<file path="src/rtl/serial_subtract_if.sv">
// Start/busy/done handshake bundle between a controller and serial_subtract.
// Signals: start, a, b, borrowIn (request); busy, done, diff, borrowOut (reply).
interface serial_subtract_if #(
  parameter int WIDTH = 8
);
  logic             start;
  logic [WIDTH-1:0] a;
  logic [WIDTH-1:0] b;
  logic             borrowIn;
  logic             busy;
  logic             done;
  logic [WIDTH-1:0] diff;
  logic             borrowOut;

  modport master (
    output start,
    output a,
    output b,
    output borrowIn,
    input  busy,
    input  done,
    input  diff,
    input  borrowOut
  );

  modport slave (
    input  start,
    input  a,
    input  b,
    input  borrowIn,
    output busy,
    output done,
    output diff,
    output borrowOut
  );
endinterface

</file>
<file path="src/rtl/serial_subtract.sv">
// Bit-serial subtracter: one bit pair per clock, LSB first, borrow via a flop.
// Ports: clk, rst_n (async active-low), bus (slave: start/a/b/borrowIn in,
// busy/done/diff/borrowOut out). Result = (a - b - borrowIn) mod 2^WIDTH.
module serial_subtract #(
  parameter int WIDTH = 8
) (
  input  logic               clk,
  input  logic               rst_n,
  serial_subtract_if.slave   bus
);

  localparam int CW = (WIDTH > 1) ? $clog2(WIDTH) : 1;

  typedef enum logic [1:0] {
    S_IDLE,
    S_SHIFT,
    S_DONE
  } state_t;

  state_t           r_state;
  state_t           w_next;

  logic [WIDTH-1:0] r_a;
  logic [WIDTH-1:0] r_b;
  logic [WIDTH-1:0] r_d;
  logic             r_br;
  logic [CW-1:0]    r_cnt;
  logic [WIDTH-1:0] r_diff;
  logic             r_bo;
  logic             r_busy;
  logic             r_done;

  logic             w_start;
  logic             w_last;
  logic             w_d;
  logic             w_nb;

  // Single-bit full subtracter on the current LSBs.
  assign w_d  = r_a[0] ^ r_b[0] ^ r_br;
  assign w_nb = (~r_a[0] & r_b[0])
              | (~(r_a[0] ^ r_b[0]) & r_br);

  assign w_start = (r_state == S_IDLE) && bus.start;
  assign w_last  = (r_cnt == CW'(WIDTH - 1));

  always_ff @(posedge clk or negedge rst_n) begin
    if (!rst_n) begin
      r_state <= S_IDLE;
    end else begin
      r_state <= w_next;
    end
  end

  always_comb begin
    w_next = r_state;
    case (r_state)
      S_IDLE:  if (bus.start) w_next = S_SHIFT;
      S_SHIFT: if (w_last) w_next = S_DONE;
      S_DONE:  w_next = S_IDLE;
      default: w_next = S_IDLE;
    endcase
  end

  always_ff @(posedge clk or negedge rst_n) begin
    if (!rst_n) begin
      r_a    <= '0;
      r_b    <= '0;
      r_d    <= '0;
      r_br   <= 1'b0;
      r_cnt  <= '0;
      r_diff <= '0;
      r_bo   <= 1'b0;
      r_busy <= 1'b0;
      r_done <= 1'b0;
    end else begin
      if (w_start) begin
        r_a   <= bus.a;
        r_b   <= bus.b;
        r_br  <= bus.borrowIn;
        r_cnt <= '0;
      end else if (r_state == S_SHIFT) begin
        r_a   <= {1'b0, r_a[WIDTH-1:1]};
        r_b   <= {1'b0, r_b[WIDTH-1:1]};
        r_d   <= {w_d, r_d[WIDTH-1:1]};
        r_br  <= w_nb;
        r_cnt <= r_cnt + 1'b1;
        // Result registers only move on the edge entering DONE.
        if (w_last) begin
          r_diff <= {w_d, r_d[WIDTH-1:1]};
          r_bo   <= w_nb;
        end
      end
      r_busy <= (w_next != S_IDLE);
      r_done <= (w_next == S_DONE);
    end
  end

  assign bus.busy      = r_busy;
  assign bus.done      = r_done;
  assign bus.diff      = r_diff;
  assign bus.borrowOut = r_bo;

endmodule
</file>
<file path="src/flat_wrapper.sv">
// flat-port wrapper written by rule: the top's interface ports become plain ports
module serial_subtract_flat 
#(
  parameter int WIDTH = 8
)
  (clk, rst_n, bus_start, bus_a, bus_b, bus_borrowIn, bus_busy, bus_done, bus_diff, bus_borrowOut);
  serial_subtract_if #(.WIDTH(WIDTH)) bus_i ();
  input  logic clk;
  input  logic rst_n;
  input wire logic [$bits(bus_i.start)-1:0] bus_start;
  input wire logic [$bits(bus_i.a)-1:0] bus_a;
  input wire logic [$bits(bus_i.b)-1:0] bus_b;
  input wire logic [$bits(bus_i.borrowIn)-1:0] bus_borrowIn;
  output wire logic [$bits(bus_i.busy)-1:0] bus_busy;
  output wire logic [$bits(bus_i.done)-1:0] bus_done;
  output wire logic [$bits(bus_i.diff)-1:0] bus_diff;
  output wire logic [$bits(bus_i.borrowOut)-1:0] bus_borrowOut;
  assign bus_i.start = bus_start;
  assign bus_i.a = bus_a;
  assign bus_i.b = bus_b;
  assign bus_i.borrowIn = bus_borrowIn;
  assign bus_busy = bus_i.busy;
  assign bus_done = bus_i.done;
  assign bus_diff = bus_i.diff;
  assign bus_borrowOut = bus_i.borrowOut;
  serial_subtract #(.WIDTH(WIDTH)) u_core (.clk(clk), .rst_n(rst_n), .bus(bus_i));
endmodule
</file>
<file path="config.mk">
export PLATFORM = sky130hd
export DESIGN_NAME = serial_subtract_flat
export DESIGN_NICKNAME = d
export VERILOG_FILES = /design/src/rtl/serial_subtract_if.sv /design/src/rtl/serial_subtract.sv /design/src/flat_wrapper.sv
export SDC_FILE = /design/constraint.sdc
export NUM_CORES = 1
export LEC_CHECK = 0
export BUFFER_PORTS_ARGS = -buffer_cell sky130_fd_sc_hd__buf_2
export CAP_MARGIN = 20
export CORE_AREA = 2 2 65 67
export CTS_CLUSTER_DIAMETER = 200
export DETAILED_ROUTE_END_ITERATION = 8
export DIE_AREA = 0 0 67 69
export GPL_ROUTABILITY_DRIVEN = 0
export PLACE_DENSITY = 0.65
export REMOVE_ABC_BUFFERS = 1
export SLEW_MARGIN = 0
export SYNTH_ARGS = -nofsm -noshare
export SYNTH_HDL_FRONTEND = slang
export SYNTH_SLANG_ARGS = --single-unit
</file>
<file path="constraint.sdc">
create_clock -name clk -period 2.31 [get_ports clk]
set_clock_uncertainty 0.15 [all_clocks]
set_input_delay 0.231 -clock clk [delete_from_list [all_inputs] [get_ports clk]]
set_output_delay 0.231 -clock clk [all_outputs]
set_load 0.05 [all_outputs]
</file>
* Word level (Yosys, flattened, before mapping) *
Index checks and enable logic that the tools add are counted.
Widths: inputs -> output; s select.

cells by class
  add/sub/neg operators = 1
  equality and inequality tests = 3
  mux-type cells = 11
  bitwise logic cells = 8
  reduce and logical (&&, ||, !) cells = 6

operators with widths
  operator             number
  $mux 8               4
  $mux 3               2
  $mux 2               2
  $pmux 2 s2           1
  $reduce_bool 2->1    2
  $add 3x1->3 const B  1
  $eq 3x3->1 const B   1
  $not 1->1            3
  $reduce_and 3->1     1
  $and 1x1->1          2
  $eq 2x1->1 const B   1
  $eq 2x2->1 const B   1
  $logic_not 2->1      1
  $mux 1               2
  $reduce_and 2->1     1
  $xor 1x1->1          2
  $logic_and 1x1->1    1
  $or 1x1->1           1

word-level totals
  bits in registers = 41
  input port bits = 20
  output and inout port bits = 11

* Longest topological paths before layout *
  word-level depth = 6
  depth in mapped cells = 6
  mapped depth without buffers = 5

* Worst setup path before layout *
Ideal clock, no wire load.

  kind = register to register
  start = register u_core.r_cnt[0]
  end = register u_core.r_diff[0] (netlist: u_core.bus.diff[0])
  setup time = 0.125 ns
  arrival time = 1.290 ns
  required time = 2.035 ns
  path slack = 0.745 ns
  stages on the path, launching flop included = 6
  buffers on the path = 1
  clock period less this slack = 1.565 ns
  path through = dfrtp_1 > ha_1 > ha_1 > nand3b_4 > buf_6 > mux2_4

on the way
  cells in the longest elaborated chain, start to end = 2

ends and longest elaborated chain
  what                        RTL line               text
  start, declared             serial_subtract.sv:27  logic [CW-1:0] r_cnt;
  start signal, assigned      serial_subtract.sv:86  r_cnt <= r_cnt + 1'b1;
  $eq 3x3->1                  serial_subtract.sv:44  assign w_last = (r_cnt == CW'(WIDTH - 1));
  $reduce_and 3->1 (no line)  --
  end signal, assigned        serial_subtract.sv:89  r_diff <= {w_d, r_d[WIDTH-1:1]};
  end, declared               serial_subtract.sv:28  logic [WIDTH-1:0] r_diff;

Every way passes these cells.
A chain may end at the register's enable or synchronous reset.

* Worst setup path in the final report *
  start = register u_core.r_cnt[0]
  end = register u_core.r_diff[6] (netlist: u_core.bus.diff[6])

The elaborated chain is that of the path after synthesis.

==> impl_metrics.toml <==
[placed_design]
post-place-ws_ns = 0.657
portBuffers = 30
hpwlAfterDp_microns = 2110

[outcome]
outcome = "finished, final reports clean"

[worst_setup_path]
slowest_delay_ns = 0.40
crit_path_max_fanout = 12
cp.buffers_inverters = 0
cp_data_arrival_time_ns = 1.68
worst_path_most_repeated_cell = "ha_1"
start_kind = "register"
critPathLaunch = "u_core.r_cnt[0]$_DFFE_PN0P_"
cp_top_family = "adder cells"
reg2reg_from = "u_core.r_cnt[0]$_DFFE_PN0P_"
cp.required_ns = 2.35
path_cells = "ha_1 -> ha_1 -> nand3b_4 -> mux2_2"
end_kind = "register"
cp_slowest_cell = "dfrtp_1"
crit_type = "register to register"

[clock_network]
cts_inserted_buffers = 5
root_buffer = "clkbuf_8"
path_clk_slew_ns = 0.08
postCtsHoldBufs = 1
cts_max_level = 2
post_cts_resized = 0
cts.sinks = 40
cts_tree = "yes"
cts_setup_buffers = 0
clk_path_buf_depth = 2
clk-insertion-delay-late_ns = 0.30

[timing]
fin_tns_setup_ns = 0
worst_slew_pin_slew_ns = 0.853
setup_violations = 0
setup_ws_ns = 0.662
finalCritPeriodShare_pct = 71.4
slew_headroom_pct = 43.1
clock.fmax_ghz = 0.607
rsz0062_at_grt = "no"
hold_viol = 0
fin_crit_ns = 1.65
drv_slew = 0

[floorplan]
die_area_sq_mm = 0.00462
core_sq_mm = 0.00391
start_util_pct = 44.0
die_w_microns = 67
pin_count = 31
dieHeight_microns = 69
std_cell_rows = 23

[global_route]
grt_pass1_vias = 1206
grt-ovfl-total = 0
grt_usage_pct = 15.3
grt_max_degree = 41
antenna_found_initial = 0
grt_pass1_wl_microns = 5350

[run]
maxCapViolCount = 0

[logic_synthesis]
synth_top_cell_area_share_pct = 58.2
syn_area_sq_mm = 0.00172
synth-seq-cells = 40
avgSynthCellArea_sq_um = 12.4
yosys_warnings = 0
seq_area_frac_synth_pct = 58.2
synthCells = 139
ys_types = 25
netlist_top_cells_area = "dfrtp_1 (58%), o22ai_1 (9.5%), mux2_2 (5.2%)"
synth_top_family_by_area = "compound AO/OA/AOI/OAI gates"
synth-simple-area-share_pct = 5.02
synth_compound_area_share_pct = 18.5
synth.area.mux_share_pct = 10.5
synth-xor-area-share_pct = 0
synthAdderAreaFrac_pct = 2.62
synth_top_area_cell = "dfrtp_1"

[cells_and_area]
area_delta_synth_final_pct = 14.5
nets = 190
drive_above_1_share_pct = 32.7
final_cell_mix = "dfrtp_1 (40), buf_2 (30), o22ai_1 (26)"
utilization_pct = 50.4
fillers = 367
final_common_cell = "dfrtp_1"
antenna_cells = 0

[pwr]
leakage_nw = 0.913
p_total_mw = 2.93
irDropWorstVdd_v = 0.000671
p_per_area_mw_per_mm2 = 1490

[route]
viasPerCell = 5.63
drt-wirelength-per-cell_microns = 14.4
ant_nets = 0
first_iter_violations = 75
vias = 1227
firstDrtPassIters = 4
routed_wl_microns = 3140
drc = 0

[min_path]
worstHoldStart = "bus_b[7]"
hold_path.class = "input pin to register"
[worst paths after layout]
kind                                                       end  slack, ns  cells after the start
worst min-delay path                 u_core.r_b[7]$_DFFE_PN0P_       0.03                      3
max in group asynchronous            u_core.r_b[0]$_DFFE_PN0P_       1.05                      2
worst max register to register  u_core.bus.diff[6]$_DFFE_PN0P_       0.66                      4
worst max-delay path            u_core.bus.diff[6]$_DFFE_PN0P_       0.66                      4
min in group asynchronous       u_core.bus.diff[1]$_DFFE_PN0P_       0.42                      2
worst min register to register  u_core.bus.diff[7]$_DFFE_PN0P_       0.33                      2
[tightest hold or removal path, stage by stage]
cell     delay, ns
buf_2         0.10
nand2_1       0.04
o21ai_0       0.06
[synth_stat cells (all sizes together)]
cell type and instances:
a21oi 13, a22o 2, a2bb2oi 2, buf 9, clkbuf 1, dfrtp 40, fa 1, ha 2
inv 6, mux2 14, nand2 4, nand2b 4, nand3b 1, nor2 2, nor2b 1, o21ai 9
o221a 1, o22ai 26, or4b 1
[flip-flops by register name (all words and copies together) (netlist names)]
name	cells
u_core.r_br	1
u_core.r_d	7
u_core.r_b	8
u_core.bus.busy	1
u_core.bus.diff	8
u_core.bus.borrowOut	1
u_core.r_cnt	3
u_core.bus.done	1
u_core.r_state	2
u_core.r_a	8
[layer usage]
| layer | GRT usage [%] | vias up | wire length, microns |
|---|---|---|---|
| met4 | 9.75 | 0 | 81 |
| met3 | 4.40 | 8 | 208 |
| met2 | 21.8 | 51 | 1440 |
| li1 | - | 571 | - |
| met1 | 20.2 | 597 | 1400 |
| met5 | 0 | - | 0 |
[metrics by stage]
stage	area [sq um]	cells	hold slack, ns
floorplan	1650	129	-0.215
global placement	1870	209	0.227
detailed placement	1870	209	0.241
CTS	1970	218	0.0203
global route	1970	218	0.0242
finish	1970	218	0.0260
[final cells by class]
cell class	count	area, sq um	area share, %
Clock buffer	7	86.3	4.38
Clock inverter	1	7.51	0.381
Multi-Input combinational cell	83	631	32.0
Timing Repair Buffer	31	160	8.13
Sequential cell	40	1000	50.8
Tap cell	50	62.6	3.17
Inverter	6	22.5	1.14
[power breakdown]
group,leakage [nW],internal [mW],switching [mW]
Sequential,0.470,1.03,0.231
Combinational,0.399,0.488,0.693
Clock,0.0445,0.243,0.246
Total,0.913,1.76,1.17
[cells by family after synthesis]
| family | after synthesis |
|---|---|
| adders and majority gates | 3 |
| buffers and inverters | 16 |
| and+or+nand+nor | 13 |
| DFF | 40 |
| AOI/OAI and AO/OA | 53 |
| muxes | 14 |
(Power assumes the default switching activity.)
